### src/rtl/alu_op_sequencer.sv
// Command sequencer in front of a multi-cycle ALU: queues commands in a small FIFO,
// issues one at a time, holds operands for the ALU latency and captures the response.
module alu_op_sequencer #(
  parameter int unsigned WIDTH       = 16,
  parameter int unsigned FIFO_DEPTH  = 4,
  parameter int unsigned ALU_LATENCY = 1
) (
  input  logic                                  iClock,
  input  logic                                  iReset_n,
  input  logic                                  iCmdValid,
  output logic                                  oCmdReady,
  input  logic [2:0]                            iCmdOpcode,
  input  logic [WIDTH-1:0]                      iCmdA,
  input  logic [WIDTH-1:0]                      iCmdB,
  input  logic                                  iCmdUseAcc,
  output logic [WIDTH-1:0]                      oAluA,
  output logic [WIDTH-1:0]                      oAluB,
  output logic [2:0]                            oAluOpcode,
  input  logic [WIDTH-1:0]                      iAluAccumulator,
  input  logic                                  iAluCarry,
  input  logic                                  iAluZero,
  output logic                                  oRspValid,
  input  logic                                  iRspReady,
  output logic [WIDTH-1:0]                      oRspResult,
  output logic                                  oRspCarry,
  output logic                                  oRspZero,
  output logic [$clog2(FIFO_DEPTH+1)-1:0]       oCount,
  output logic                                  oBusy
);

  localparam int unsigned PTR_W = (FIFO_DEPTH > 1) ? $clog2(FIFO_DEPTH) : 1;
  localparam int unsigned CNT_W = $clog2(FIFO_DEPTH + 1);
  localparam int unsigned LAT_W = $clog2(ALU_LATENCY + 1);

  localparam logic [1:0] IDLE = 2'd0;
  localparam logic [1:0] EXEC = 2'd1;
  localparam logic [1:0] RESP = 2'd2;

  typedef struct packed {
    logic [2:0]       opcode;
    logic             useAcc;
    logic [WIDTH-1:0] a;
    logic [WIDTH-1:0] b;
  } cmd_t;

  cmd_t             fifoMem [FIFO_DEPTH];
  cmd_t             cmdIn;
  cmd_t             headCmd;

  logic [1:0]       state, stateNext;
  logic [PTR_W-1:0] wrPtr, wrPtrNext;
  logic [PTR_W-1:0] rdPtr, rdPtrNext;
  logic [CNT_W-1:0] countNext;
  logic [LAT_W-1:0] waitCnt, waitCntNext;
  logic [WIDTH-1:0] lastResult, lastResultNext;

  logic [WIDTH-1:0] aluANext, aluBNext;
  logic [2:0]       aluOpcodeNext;
  logic             rspValidNext;
  logic [WIDTH-1:0] rspResultNext;
  logic             rspCarryNext, rspZeroNext;
  logic             cmdReadyNext, busyNext;

  logic             push, pop;

  assign cmdIn.opcode = iCmdOpcode;
  assign cmdIn.useAcc = iCmdUseAcc;
  assign cmdIn.a      = iCmdA;
  assign cmdIn.b      = iCmdB;

  // Both handshakes look only at registered occupancy: no full-pop passthrough, no empty bypass.
  assign push    = iCmdValid && oCmdReady;
  assign pop     = (state == IDLE) && (oCount != CNT_W'(0));
  assign headCmd = fifoMem[rdPtr];

  // Command storage; payload needs no reset since occupancy gates every read.
  always_ff @(posedge iClock) begin
    if (push) begin
      fifoMem[wrPtr] <= cmdIn;
    end
  end

  // Next-state and next-output logic.
  always_comb begin
    stateNext      = state;
    wrPtrNext      = wrPtr;
    rdPtrNext      = rdPtr;
    countNext      = oCount;
    waitCntNext    = waitCnt;
    lastResultNext = lastResult;
    aluANext       = oAluA;
    aluBNext       = oAluB;
    aluOpcodeNext  = oAluOpcode;
    rspValidNext   = oRspValid;
    rspResultNext  = oRspResult;
    rspCarryNext   = oRspCarry;
    rspZeroNext    = oRspZero;

    if (push) begin
      wrPtrNext = wrPtr + PTR_W'(1);
    end
    if (pop) begin
      rdPtrNext = rdPtr + PTR_W'(1);
    end

    case ({push, pop})
      2'b10:   countNext = oCount + CNT_W'(1);
      2'b01:   countNext = oCount - CNT_W'(1);
      default: countNext = oCount;
    endcase

    case (state)
      IDLE: begin
        if (pop) begin
          aluANext      = headCmd.useAcc ? lastResult : headCmd.a;
          aluBNext      = headCmd.b;
          aluOpcodeNext = headCmd.opcode;
          waitCntNext   = LAT_W'(ALU_LATENCY);
          stateNext     = EXEC;
        end
      end
      EXEC: begin
        // Operands stay put; capture once the ALU latency has elapsed.
        if (waitCnt == LAT_W'(0)) begin
          rspResultNext  = iAluAccumulator;
          rspCarryNext   = iAluCarry;
          rspZeroNext    = iAluZero;
          lastResultNext = iAluAccumulator;
          rspValidNext   = 1'b1;
          stateNext      = RESP;
        end else begin
          waitCntNext = waitCnt - LAT_W'(1);
        end
      end
      RESP: begin
        if (iRspReady) begin
          rspValidNext = 1'b0;
          stateNext    = IDLE;
        end
      end
      default: begin
        rspValidNext = 1'b0;
        stateNext    = IDLE;
      end
    endcase

    cmdReadyNext = (countNext != CNT_W'(FIFO_DEPTH));
    busyNext     = (stateNext != IDLE) || (countNext != CNT_W'(0));
  end

  // State and output registers.
  always_ff @(posedge iClock or negedge iReset_n) begin
    if (!iReset_n) begin
      state      <= IDLE;
      wrPtr      <= '0;
      rdPtr      <= '0;
      oCount     <= '0;
      waitCnt    <= '0;
      lastResult <= '0;
      oAluA      <= '0;
      oAluB      <= '0;
      oAluOpcode <= '0;
      oRspValid  <= 1'b0;
      oRspResult <= '0;
      oRspCarry  <= 1'b0;
      oRspZero   <= 1'b0;
      oCmdReady  <= 1'b1;
      oBusy      <= 1'b0;
    end else begin
      state      <= stateNext;
      wrPtr      <= wrPtrNext;
      rdPtr      <= rdPtrNext;
      oCount     <= countNext;
      waitCnt    <= waitCntNext;
      lastResult <= lastResultNext;
      oAluA      <= aluANext;
      oAluB      <= aluBNext;
      oAluOpcode <= aluOpcodeNext;
      oRspValid  <= rspValidNext;
      oRspResult <= rspResultNext;
      oRspCarry  <= rspCarryNext;
      oRspZero   <= rspZeroNext;
      oCmdReady  <= cmdReadyNext;
      oBusy      <= busyNext;
    end
  end

endmodule

### config.mk
export PLATFORM = sky130hd
export DESIGN_NAME = alu_op_sequencer
export DESIGN_NICKNAME = d
export VERILOG_FILES = /design/src/rtl/alu_op_sequencer.sv
export SDC_FILE = /design/constraint.sdc
export NUM_CORES = 1
export LEC_CHECK = 0
export ABC_AREA = 0
export CAP_MARGIN = 20
export CORE_AREA = 2 2 124 126
export DETAILED_ROUTE_END_ITERATION = 10
export DIE_AREA = 0 0 126 128
export PLACE_DENSITY = 0.79
export SLEW_MARGIN = 10
export SYNTH_ARGS = -nofsm -noshare
export SYNTH_HDL_FRONTEND = slang
export SYNTH_SLANG_ARGS = --single-unit
export TNS_END_PERCENT = 30
### constraint.sdc
create_clock -name iClock -period 5.3 [get_ports iClock]
set_input_delay 0.795 -clock iClock [delete_from_list [all_inputs] [get_ports iClock]]
set_output_delay 0.795 -clock iClock [all_outputs]
set_load 0.05 [all_outputs]
==> results_dict.tcl, run 1 <==
set metrics [dict create \
    status "completed" \
    area_growth_pct 25.0 \
    crit_fanout 21 \
    routedWlPerCell_microns 19.6 \
    port_buffers 116 \
    cp-start-kind "register" \
    clockRootBuffer "clkbuf_16" \
    fin_area_sq_mm 0.00997 \
    post-synth-top-count-cell "edfxtp_1" \
    clk_pin_slew_ns 0.06 \
    grt_pass1_wl_microns 23600 \
    tightest_slew_ns 0.959 \
    p_per_area_mw_per_mm2 666 \
    gp_congestion 0.680 \
    ctsResizeCount 0 \
    drt_wl_total_microns 14900 \
    ys_ff_latch 210 \
    min_period_over_period 0.528 \
    slew_headroom 0.361 \
    core_sq_mm 0.0149 \
    fillers 1013 \
    die_area_sq_mm 0.0161 \
    placementRows 45 \
    insertion_delay_ns 0.50 \
    crit_type "register to register" \
    grt_pass1_vias 4522 \
    finalClockSkew_ns 0.00867 \
    cts_buffers 22 \
    netlist_area_sq_mm 0.00798 \
    r2r-end "oBusy" \
    fmax_mhz 357 \
    critPathSlowestCell "fa_1" \
    dr.pass1.iters 4 \
    p_leak_nw 3.73 \
    worstPathRequired_ns 5.65 \
    synth_ff_type "edfxtp_1" \
    synth_cells 435 \
    crit_chain "nor3_1 -> or3_2 -> inv_2 -> ha_1 -> inv_1 -> fa_1 -> nor2b_1 -> nand2_1 -> o21ai_0 -> nand4b_1" \
    antenna_found_initial 0 \
    yosys_warnings 0 \
    drcViolationCount 0 \
    drive_gt1_frac 0.162 \
    async_reset_ff_frac 0.314 \
    r2r_start "oCount[0]" \
    worstRegToRegCells 10 \
    min_path_type "input port to asynchronous set/reset pin" \
    clk_path_buf_depth 3 \
    viasPerCell 5.45 \
    critPathCaptureType "register" \
    path_buf_inv 2 \
    finalNetCount 623 \
    max-cap-violations 0 \
    peakVddDrop_v 0.000322 \
    postRouteAntennaNets 0 \
    crit_path_max_incr_delay_ns 0.48 \
    slew_viol_final 0 \
    synth_edf_count 144 \
    netlist-cell-type-count 31 \
    synth_top_area_share 0.542 \
    dp_hpwl_microns 8920 \
    gr-usage-all-layers 0.190 \
    ys_seq_area_frac 0.749 \
    dr_total_vias 4161 \
    fp.dieH_microns 128 \
    grt_max_degree 67 \
    clock_sink_count 210 \
    post_cts_buffers 0 \
    ys_top_cells_by_count "edfxtp_1, nand2_1, dfrtp_1, mux4_2, mux2_2" \
    yosys-top-cells-area "edfxtp_1, dfrtp_1, mux4_2" \
    cts.htree.levels 1 \
    synth_top_cell_by_area "edfxtp_1" \
    regArea_sq_mm 0.00598 \
    avgSynthCellArea_sq_um 18.3 \
    hold_viol_final 0 \
    post-route-min-period_ns 2.80 \
    die_w_microns 126 \
    r2r_slack_ns 2.50 \
    initial_core_util 0.537 \
    multiInputGateArea_sq_mm 0.00185 \
    crit_arrival_ns 3.15 \
    drt_iter0_markers 273 \
    globalRouteOverflowTotal 0 \
    cp_top_family "simple AND/OR/NAND/NOR gates" \
    tritoncts "built" \
    grt_setup_unrepaired "no" \
    cts_hold_buf 0 \
    io_pins 117 \
    finalSetupViolCount 0 \
    placed_cell_area_sq_mm 0.00926 \
    fin_tns_setup_ns 0 \
    synthesis.nets 499 \
    diodes 0 \
]
==> per-stage QoR <==
step | hold WS, ns | setup WS, ns | instances | util | total power, W
5_1_grt | 0.479 | 2.31 | 763 | 0.671 | 0.00696
4_1_cts | 0.436 | 2.47 | 762 | 0.670 | 0.00670
2_1_floorplan | 0.498 | 2.57 | 435 | - | 0.00444
3_3_place_gp | 0.462 | 2.62 | 722 | 0.623 | 0.00514
6_report | 0.404 | 2.50 | 763 | 0.671 | 0.00664
3_5_place_dp | 0.461 | 2.49 | 722 | 0.623 | 0.00524
==> per-layer routing <==
layer | GRT usage | up-vias | wire length [microns]
met2 | 0.340 | 136 | 7710
met1 | 0.233 | 2101 | 5930
li1 | - | 1891 | -
met3 | 0.0401 | 33 | 899
met4 | 0.0633 | 0 | 386
met5 | 0 | - | 0
==> flip-flops by register name, indices dropped and copies added, names as in the netlist, 2 cells and up <==
register,cells
oAluOpcode,3
lastResult,16
rdPtr,2
wrPtr,2
oAluB,16
fifoMem,144
oCount,3
oAluA,16
state,2
==> cell families (layout without fill, tap and decap cells) <==
| kind of cell | count (synthesis) | in the layout | synth area share |
|---|---|---|---|
| XOR/XNOR | 6 | 6 | 0.00659 |
| AO/OA/AOI/OAI | 24 | 24 | 0.0154 |
| AND/OR/NAND/NOR | 92 | 92 | 0.0469 |
| flip-flops | 210 | 210 | 0.749 |
| buffers and inverters | 26 | 166 | 0.0195 |
| multiplexers | 71 | 71 | 0.152 |
| adder cells (fa/ha/maj) | 6 | 6 | 0.0104 |
==> how the worst max path moves through the flow <==
stage / from / endpoint / slack, ns / cells past startpoint
detailed placement: iCmdValid / oBusy / 2.49 / 9
floorplan: oCount[0] / oBusy / 2.57 / 12
global route: oCount[0] / oBusy / 2.31 / 10
global placement: iCmdValid / oBusy / 2.62 / 9
finish: oCount[0] / oBusy / 2.50 / 10
CTS: oCount[0] / oBusy / 2.47 / 10
==> layout by cell type (no fill, tap or decap), drive strengths merged <==
cell type	instances
a21o	1
a21oi	3
and3	4
buf	4
clkbuf	33
clkdlybuf4s50	115
clkinv	7
dfrtp	65
dfstp	1
edfxtp	144
fa	1
ha	5
inv	7
mux2	19
mux2i	16
mux4	36
nand2	79
nand2b	1
nand4b	1
nor2	3
nor2b	2
nor3	1
o21ai	20
or3	1
xnor2	4
xor2	2
==> power by group <==
group          switching, W  internal, W  total, W  leakage (nW)
registers          0.000297      0.00226   0.00256          2.10
clock network      0.000591     0.000860   0.00145         0.343
logic               0.00161      0.00103   0.00264          1.28
==> worst register-to-register path, delay by kind of cell (launching register included) <==
| family | cells | cell delay (ns) |
|---|---|---|
| AO/OA/AOI/OAI | 1 | 0.12 |
| adder cells (fa/ha/maj) | 2 | 0.76 |
| buffers and inverters | 2 | 0.42 |
| AND/OR/NAND/NOR | 5 | 0.92 |
| flip-flops | 1 | 0.44 |
==> layout make-up <==
cell class | count | share of cell area
clock inverter | 7 | 0.00301
inverter | 7 | 0.00263
sequential | 210 | 0.600
timing repair buffer | 119 | 0.119
clock buffer | 33 | 0.0665
multi-input combinational | 199 | 0.185
tap | 188 | 0.0236
No activity file was read; power rests on OpenSTA's default activity.
==> run 2: changes to the inputs <==
- CORE_AREA: 2 2 124 126 -> 2 2 125 127
- DIE_AREA: 0 0 126 128 -> 0 0 127 129
- PLACE_DENSITY: 0.79 -> 0.78
- clock period: 5.3 -> 2.59 ns (I/O delays scaled with it)
==> results_dict.tcl, run 2 (same netlist as run 1, synthesis figures left out) <==
set metrics [dict create \
    status "completed" \
    globalRouteOverflowTotal 0 \
    regArea_sq_mm 0.00598 \
    pwr-share-clk 0.236 \
    fin_tns_setup_ns 0 \
    post_cts_buffers 0 \
    pre_cts_slack_ns 0.179 \
    p_per_area_mw_per_mm2 1380 \
    initial_core_util 0.532 \
    cts_buffers 22 \
    port_buffers 116 \
    fmax_mhz 423 \
    min_period_over_period 0.913 \
    dr.pass1.iters 4 \
    crit_chain "or3_2 -> inv_2 -> ha_1 -> inv_1 -> fa_1 -> xor2_1 -> nor2_1 -> xor2_1 -> nand4b_1" \
    r2r-end "oBusy" \
    drive_gt1_frac 0.182 \
    clockRootBuffer "clkbuf_16" \
    slew_headroom 0.419 \
    drt_wl_total_microns 14900 \
    post-route-util 0.679 \
    layout_common_cells "edfxtp_1, clkdlybuf4s50_1, nand2_1" \
    setup_slack_ns 0.226 \
    insertion_delay_ns 0.49 \
    antenna_found_initial 0 \
    viasPerCell 5.36 \
    final_common_cell "edfxtp_1" \
    post-route-min-period_ns 2.36 \
    pwr-share-seq 0.363 \
    grt_max_degree 67 \
    cts_hold_buf 0 \
    critPathLaunch "state[1]" \
    finalNetCount 631 \
    swShare 0.364 \
    io_pins 117 \
    gr-usage-all-layers 0.188 \
    clk_pin_slew_ns 0.06 \
    routedWlPerCell_microns 19.3 \
    multiInputGateArea_sq_mm 0.00185 \
    min_path_type "input port to asynchronous set/reset pin" \
    top_register "fifoMem" \
    grt_pass1_wl_microns 23500 \
    area_growth_pct 27.4 \
    grt_setup_unrepaired "no" \
    placementRows 45 \
    critPathCaptureType "register" \
    worstRegToRegCells 9 \
    p_int_w 0.00893 \
    postRouteAntennaNets 0 \
    drcViolationCount 0 \
    fillers 979 \
    p_leak_nw 3.82 \
    peakVddDrop_v 0.000677 \
    max-cap-violations 0 \
    crit_fanout 6 \
    largest_reg_flops 144 \
    crit_path_max_incr_delay_ns 0.51 \
    drt_iter0_markers 213 \
    slew_viol_final 0 \
    gp_congestion 0.716 \
    tightest_slew_ns 0.871 \
    diodes 0 \
    fp.dieH_microns 129 \
    finalSetupViolCount 0 \
    cp_common_cell "xor2_1" \
    die_area_sq_mm 0.0164 \
    crit_arrival_ns 2.78 \
    ctsResizeCount 0 \
    die_w_microns 127 \
    dp_hpwl_microns 8870 \
    clock_sink_count 210 \
    hold_slack_ns 0.0206 \
    worstPathRequired_ns 3.00 \
    p_switching_w 0.00511 \
    clk_path_buf_depth 3 \
    tritoncts "built" \
    core_sq_mm 0.0150 \
    critPathSlowestCell "or3_2" \
    dr_total_vias 4133 \
    grt_pass1_vias 4369 \
    hold_viol_final 0 \
    cts.htree.levels 1 \
    crit_type "register to register" \
    r2r_start "state[1]" \
    r2r_slack_ns 0.23 \
    p_comb_frac 0.401 \
    finalClockSkew_ns 0.00929 \
    cp-start-kind "register" \
]
-- run 2: cell types whose count changed in the layout (fill, tap and decap cells not counted), sizes merged --
cell    before  now
clkinv       7    4
buf          4   12
clkbuf      33   32
bufinv       0    4
-- run 2: how the worst max path moves through the flow --
stage                     endpoint  depth (start not counted)
after global routing         oBusy                          9
final                        oBusy                          9
after detailed placement     oBusy                          9
after CTS                    oBusy                          9
after floorplan              oBusy                         12
after global placement       oBusy                          9
-- run 2: layout make-up --
type / count / area share
Clock buffer: 32 / 0.0629
Sequential cell: 210 / 0.589
Clock inverter: 8 / 0.0137
Multi-Input combinational cell: 199 / 0.182
Inverter: 7 / 0.00259
Timing Repair Buffer: 127 / 0.127
Tap cell: 188 / 0.0231
-- run 2: worst max-delay path: cells and delay by family, from the launching register on --
kind          cells  cell delay, ns
xor+xnor          2            0.39
flops             1            0.43
buf+inv           2            0.13
fa+ha+maj         2            0.55
simple gates      3            0.78
-- run 2: stage by stage --
step	cells	power, W	cell area (sq um)
5_1_grt	771	0.0148	10200
3_5_place_dp	731	0.0109	9390
4_1_cts	771	0.0142	10200
3_3_place_gp	731	0.0107	9390
2_1_floorplan	435	0.00909	7980
6_report	771	0.0140	10200
-- run 2: metal layers --
layer | share of wire | up-vias | track usage
met3 | 0.048 | 22 | 0.0370
met4 | 0.019 | 0 | 0.0595
met5 | 0 | - | 0
met1 | 0.41 | 2099 | 0.232
li1 | - | 1904 | -
met2 | 0.52 | 108 | 0.338
-- run 2: power groups by stage --
stage	clock network [W]	logic [W]	registers, W
floorplan	0	0.00247	0.00662
global placement	0	0.00558	0.00509
detailed placement	0	0.00570	0.00516
CTS	0.00338	0.00573	0.00511
global route	0.00352	0.00603	0.00520
finish	0.00331	0.00564	0.00509
